File: src/rtl/cfg_chain_loader.sv
// Serial configuration-chain loader: accepts WORD_W-bit words and shifts CHAIN_LEN bits
// LSB-first into a PE config chain. Optional checksum under CFG_LOADER_CSUM_EN.
module cfg_chain_loader #(
  parameter int WORD_W    = 32,
  parameter int CHAIN_LEN = 100
) (
  input  logic              clk,
  input  logic              reset,
  input  logic              start,
  input  logic [WORD_W-1:0] word_in,
  input  logic              word_valid,
  output logic              word_ready,
  output logic              cfg_data,
  output logic              cfg_shift,
  output logic              cfg_rst,
  output logic              busy,
  output logic              done,
  output logic [15:0]       csum
);

  localparam int CNT_W = $clog2(CHAIN_LEN + 1);
  localparam int WB_W  = (WORD_W > 1) ? $clog2(WORD_W) : 1;

  localparam logic [CNT_W-1:0] LAST_BIT = CNT_W'(CHAIN_LEN - 1);
  localparam logic [CNT_W-1:0] CNT_ONE  = 1;
  localparam logic [WB_W-1:0]  WB_LAST  = WB_W'(WORD_W - 1);
  localparam logic [WB_W-1:0]  WB_ONE   = 1;

  localparam logic [2:0] S_IDLE  = 3'd0;
  localparam logic [2:0] S_CLEAR = 3'd1;
  localparam logic [2:0] S_LOAD  = 3'd2;
  localparam logic [2:0] S_SHIFT = 3'd3;
  localparam logic [2:0] S_FIN   = 3'd4;

  logic [2:0]        state_q, state_d;
  logic [WORD_W-1:0] shreg_q, shreg_d;
  logic [CNT_W-1:0]  cnt_q,   cnt_d;
  logic [WB_W-1:0]   wbit_q,  wbit_d;

  always_comb begin
    state_d = state_q;
    shreg_d = shreg_q;
    cnt_d   = cnt_q;
    wbit_d  = wbit_q;
    case (state_q)
      S_IDLE:  if (start) state_d = S_CLEAR;
      S_CLEAR: begin
        cnt_d   = '0;
        wbit_d  = '0;
        state_d = S_LOAD;
      end
      S_LOAD:  if (word_valid) begin
        shreg_d = word_in;
        wbit_d  = '0;
        state_d = S_SHIFT;
      end
      S_SHIFT: begin
        shreg_d = shreg_q >> 1;
        cnt_d   = cnt_q + CNT_ONE;
        wbit_d  = wbit_q + WB_ONE;
        // chain end wins over word end, so the last word's upper bits are dropped
        if (cnt_q == LAST_BIT)     state_d = S_FIN;
        else if (wbit_q == WB_LAST) state_d = S_LOAD;
      end
      S_FIN:   state_d = S_IDLE;
      default: state_d = S_IDLE;
    endcase
  end

  always_ff @(posedge clk) begin
    if (reset) begin
      state_q <= S_IDLE;
      shreg_q <= '0;
      cnt_q   <= '0;
      wbit_q  <= '0;
    end else begin
      state_q <= state_d;
      shreg_q <= shreg_d;
      cnt_q   <= cnt_d;
      wbit_q  <= wbit_d;
    end
  end

  assign word_ready = (state_q == S_LOAD);
  assign cfg_shift  = (state_q == S_SHIFT);
  assign cfg_data   = cfg_shift & shreg_q[0];
  assign cfg_rst    = (state_q == S_CLEAR);
  assign busy       = (state_q != S_IDLE);
  assign done       = (state_q == S_FIN);

`ifdef CFG_LOADER_CSUM_EN
  logic [15:0] csum_q, csum_d;
  logic [31:0] wpad;

  // checksum covers the full accepted word, including bits later discarded
  if (WORD_W >= 32) begin : g_wide
    assign wpad = word_in[31:0];
  end else begin : g_narrow
    assign wpad = {{(32-WORD_W){1'b0}}, word_in};
  end

  always_comb begin
    csum_d = csum_q;
    if (state_q == S_CLEAR)                   csum_d = '0;
    else if (state_q == S_LOAD && word_valid) csum_d = csum_q + wpad[15:0] + wpad[31:16];
  end

  always_ff @(posedge clk) begin
    if (reset) csum_q <= '0;
    else       csum_q <= csum_d;
  end

  assign csum = csum_q;
`else
  assign csum = 16'd0;
`endif

endmodule

File: config.mk
export PLATFORM = sky130hd
export DESIGN_NAME = cfg_chain_loader
export DESIGN_NICKNAME = d
export VERILOG_FILES = /design/src/rtl/cfg_chain_loader.sv
export SDC_FILE = /design/constraint.sdc
export NUM_CORES = 1
export LEC_CHECK = 0
export CELL_PAD_IN_SITES_DETAIL_PLACEMENT = 1
export CELL_PAD_IN_SITES_GLOBAL_PLACEMENT = 2
export CORE_ASPECT_RATIO = 0.9
export CORE_MARGIN = 2
export CORE_UTILIZATION = 30
export CTS_BUF_LIST = sky130_fd_sc_hd__clkbuf_16
export DETAILED_ROUTE_END_ITERATION = 10
export HOLD_SLACK_MARGIN = 0.03
export PLACE_DENSITY_LB_ADDON = 0.3
export SLEW_MARGIN = 20
export SYNTH_ARGS = -nofsm -noshare
export SYNTH_HDL_FRONTEND = slang
export SYNTH_SLANG_ARGS = --single-unit
File: constraint.sdc
create_clock -name clk -period 1.7 [get_ports clk]
set_clock_uncertainty 0.15 [all_clocks]
set_input_delay 0.255 -clock clk [delete_from_list [all_inputs] [get_ports clk]]
set_output_delay 0.255 -clock clk [all_outputs]
set_load 0.02 [all_outputs]
* Yosys cells after proc, flatten, opt, wreduce, memory -nomap -nowiden
Index checks and enable logic that the tools add are counted.
W data, S select, Z words.
** Operators by class
- Reductions and logical operators :: 8
- Multiplexer cells :: 10
- Bitwise logic cells :: 1
- Add/subtract/negate cells :: 2
- Eq/ne operators :: 9
** Operators by type and width (count)
- $pmux W32 S2 :: 1
- $mux W32 :: 1
- $pmux W5 S3 :: 1
- $pmux W7 S2 :: 1
- $mux W3 :: 4
- $pmux W3 S4 :: 1
- $add A7 B1 Y7 const B :: 1
- $eq A7 B7 Y1 const B :: 1
- $eq A3 B2 Y1 const B :: 2
- $reduce_bool A3 Y1 :: 2
- $add A5 B1 Y5 const B :: 1
- $eq A5 B5 Y1 const B :: 1
- $mux W5 :: 1
- $ne A2 B2 Y1 const B :: 2
- $reduce_and A2 Y1 :: 2
- $reduce_bool A2 Y1 :: 2
- $eq A3 B1 Y1 const B :: 1
- $eq A3 B3 Y1 const B :: 1
- $logic_not A3 Y1 :: 1
- $ne A3 B1 Y1 const B :: 1
- $reduce_and A3 Y1 :: 1
- $and A1 B1 Y1 :: 1
** Word-level totals
- Logic and storage cells :: 34
- Flip-flop bits (word level) :: 47
- Output and inout port bits :: 22

* Depth between registers and ports, before layout
- Word-level depth :: 4
- Mapped depth :: 7
- Mapped depth without buffers :: 5

* Worst setup path before layout
OpenSTA, ideal clock, no wires.
- Kind :: register to output
- Start point :: reg state_q[1]
- End point :: out word_ready
- Data required time :: 1.295 ns
- Data arrival time :: 1.249 ns
- Buffers on the path :: 3
- Stages on the path, launching flop included :: 6
- Setup slack :: 0.046 ns
- Cells stage by stage :: dfxtp_1 -> buf_2 -> nor2b_1 -> buf_2 -> buf_2 -> nor2b_1
** On the way
- Longest elaborated chain between the ends :: 1
** RTL lines
- start, declared :: line 35 : logic [2:0] state_q, state_d;
- start signal, assigned :: line 77 : state_q <= state_d;
- $eq A3 B2 Y1 :: line 84 : assign word_ready = (state_q == S_LOAD);
- end, declared :: line 12 : output logic word_ready,
Every way passes these cells.

* Worst setup path after layout
- Start point :: reg state_q[2]
- End point :: out busy
** On the way
- Longest elaborated chain between the ends :: 1
** RTL lines
- $reduce_bool A3 Y1 :: line 88 : assign busy = (state_q != S_IDLE);
- end, declared :: line 16 : output logic busy,
Every way passes these cells.

==> flow_metrics.env <==
export IMPL_overflow=0
export IMPL_mappedNetlistArea_mm2=0.002547
export IMPL_hold_viol_final=0
export IMPL_cp_data_required_time_ns=1.29
export IMPL_setup_slack_ns=0.05250
export IMPL_synth_warnings=0
export IMPL_crit_buf_inv=2
export IMPL_drt_total_wl_um=6610
export IMPL_clock_fmax_mhz=607.0
export IMPL_ys_seq_elements=47
export IMPL_die_x_um=101.1
export IMPL_grt_start_max_net_pins=28
export IMPL_placed_area_mm2=0.003060
export IMPL_layout_nets=376
export IMPL_reg2reg_depth=4
export IMPL_syn2layout_area_growth_pct=26.18
export IMPL_num_vias=2204
export IMPL_regToRegSetupSlack_ns=0.07
export IMPL_p_leak_nw=1.186
export IMPL_rows=31
export IMPL_finalMaxSlewViolations=0
export IMPL_synth_most_common_cell="nand2_1"
export IMPL_clkLatencyLatePin_ns=0.28
export IMPL_crit_path_max_fanout=6
export IMPL_cts_root_buffer_cell="clkbuf_16"
export IMPL_tns_ns=0
export IMPL_drcViolationCount=0
export IMPL_drtAntennaViolNets=0
export IMPL_yosys_top_cells_area="dfxtp_1, a311oi_2, nand2_1"
export IMPL_initialDrtViolationCount=70
export IMPL_drive_gt1_frac=0.2219
export IMPL_start_util=0.3127
export IMPL_outcome="completed"
export IMPL_synth_edff_count=0
export IMPL_grt_pass1_vias=2189
export IMPL_hold_path_class="in2reg"
export IMPL_syn_inst=293
export IMPL_gr_max_usage_layer="met2"
export IMPL_ys_async_sr_fraction=0
export IMPL_cts_buffer_depth=2
export IMPL_synth_top_area_share=0.3694
export IMPL_crit_start="state_q[2]$_SDFFE_PP0P_"
export IMPL_path_delay_family="flip-flops"
export IMPL_dieArea_mm2=0.009246
export IMPL_fin_crit_sh=0.9691
export IMPL_powerDensity_mw_per_mm2=842.0
export IMPL_final_util=0.3946
export IMPL_r2r_end="shreg_q[28]$_SDFFE_PP0P_"
export IMPL_path_cells="buf_4, or3_4, buf_6"
export IMPL_post_place_ws_ns=-0.2537
export IMPL_path_depth=3
export IMPL_cts_reportedPaths_clkPinSlew_ns=0.06
export IMPL_r2r_start="state_q[1]$_SDFFE_PP0P_"
export IMPL_cp_endpoint="busy"
export IMPL_io_pin_count=58
export IMPL_gr_usage_met2=0.2450
export IMPL_antenna_found_initial=0
export IMPL_slowest_delay_ns=0.36
export IMPL_crit_type="reg2out"
export IMPL_ir_drop_uv=394.8
export IMPL_yosys_area_top_type="dfxtp_1"
export IMPL_h_tree_depth=2
export IMPL_cts_buffers=5
export IMPL_cts_tree="yes"
export IMPL_cts_hold_buf=0
export IMPL_place_hpwl_um=4508
export IMPL_clock_sinks=47
export IMPL_wl_per_cell_um=15.13
export IMPL_antennaDiodeCount=0
export IMPL_via_per_inst=5.043
export IMPL_start_kind="register"
export IMPL_grt_met1_usage=0.1944
export IMPL_yosysSeqAreaShare=0.3694
export IMPL_crit_path_end_kind="output port"
export IMPL_avgSynthCellArea_um2=8.694
export IMPL_synth_top_flop_cell="dfxtp_1"
export IMPL_fin_crit_ns=1.647
export IMPL_use_met3=0.02463
export IMPL_core_mm2=0.008145
export IMPL_grt_usage=0.1471
export IMPL_final_cell_area_mm2=0.003214
export IMPL_rsz0062_at_grt="no"
export IMPL_final_setup_viol_count=0
export IMPL_max_cap_viol_count=0
export IMPL_drtPass1Iterations=4
export IMPL_arrival_ns=1.24
export IMPL_synth_top_cells_by_count="nand2_1, dfxtp_1, a21oi_1"
export IMPL_cp_slowest_cell="dfxtp_4"
export IMPL_yosysUniqueCellTypes=41
export IMPL_portBuffers=41
export IMPL_gp_congestion=0.7334
export IMPL_die_y_um=91.42
export IMPL_grt_pass1_wl_um=10870
-- sequential cells by signal, summed over array words and instances (netlist names) --
| register | count |
|---|---|
| shreg_q | 32 |
| state_q | 3 |
| cnt_q | 7 |
| wbit_q | 5 |
-- cell families after synthesis --
logic type	synth area share
adder cells (fa/ha/maj)	0.01474
multiplexers	0.003929
flip-flops	0.3694
buffers and inverters	0.1066
other	0.001472
AND/OR/NAND/NOR	0.1881
AO/OA/AOI/OAI	0.3158
-- layer usage --
layer	share of wire	up-vias
met5	0	-
met4	0.0088	0
met3	0.031	5
met2	0.47	36
met1	0.49	1052
li1	-	1111
-- layout make-up --
cell class              count  area, um2
multi-input cells         217       1408
repair buffers             65      593.1
inverters                   1      3.754
flip-flops and latches     47      949.7
fillers                   961       4931
clock buffers               5      125.1
clock inverters             3      11.26
well taps                  99      123.9
-- metrics by stage --
| step | hold WS, ns | std cells | power, W |
|---|---|---|---|
| after floorplan | 0.2685 | 308 | 0.001618 |
| after global placement | 0.3148 | 428 | 0.001781 |
| after detailed placement | 0.3269 | 428 | 0.001791 |
| after CTS | 0.2083 | 437 | 0.002732 |
| after global routing | 0.2307 | 437 | 0.002845 |
| final | 0.2102 | 437 | 0.002706 |
-- cell usage in the layout (no fill, tap or decap), drive strengths merged, types with 2 or more instances in the layout --
| master | instances |
|---|---|
| clkdlybuf4s50 | 34 |
| dfxtp | 47 |
| a211oi | 3 |
| nand2b | 4 |
| clkbuf | 7 |
| inv | 2 |
| a41oi | 3 |
| ha | 3 |
| a21oi | 38 |
| nor2b | 5 |
| or4 | 2 |
| nand2 | 71 |
| nor3 | 2 |
| and2 | 4 |
| nor2 | 8 |
| conb | 16 |
| a31oi | 2 |
| o21ai | 4 |
| nand3 | 4 |
| buf | 29 |
| clkinv | 2 |
| a311oi | 34 |
-- repair_timing --
item,4_1_cts,5_1_grt
setup endpoints to repair,40,18
pin swaps,1,0
gates cloned,1,0
resized for setup,24,12
setup buffers,0,0
-- where the power goes --
| part | total (W) | internal [W] | leakage [nW] | switching (W) |
|---|---|---|---|---|
| registers | 0.00121 | 0.00117 | 0.384 | 0.0000441 |
| logic | 0.000562 | 0.000254 | 0.732 | 0.000308 |
| clock network | 0.000932 | 0.000530 | 0.0701 | 0.000402 |
| total | 0.00271 | 0.00195 | 1.19 | 0.000754 |
-- worst min path at each step --
stage	slack, ns	startpoint	depth (start not counted)	end
6_report	0.21	reset	2	cnt_q[1]$_SDFFE_PP0P_
3_3_place_gp	0.31	shreg_q[1]$_SDFFE_PP0P_	2	shreg_q[0]$_SDFFE_PP0P_
4_1_cts	0.21	reset	2	cnt_q[1]$_SDFFE_PP0P_
2_1_floorplan	0.27	word_in[0]	2	shreg_q[0]$_SDFFE_PP0P_
5_1_grt	0.23	reset	2	cnt_q[1]$_SDFFE_PP0P_
3_5_place_dp	0.33	wbit_q[3]$_SDFFE_PP0P_	1	wbit_q[3]$_SDFFE_PP0P_
(Power assumes the default switching activity.)
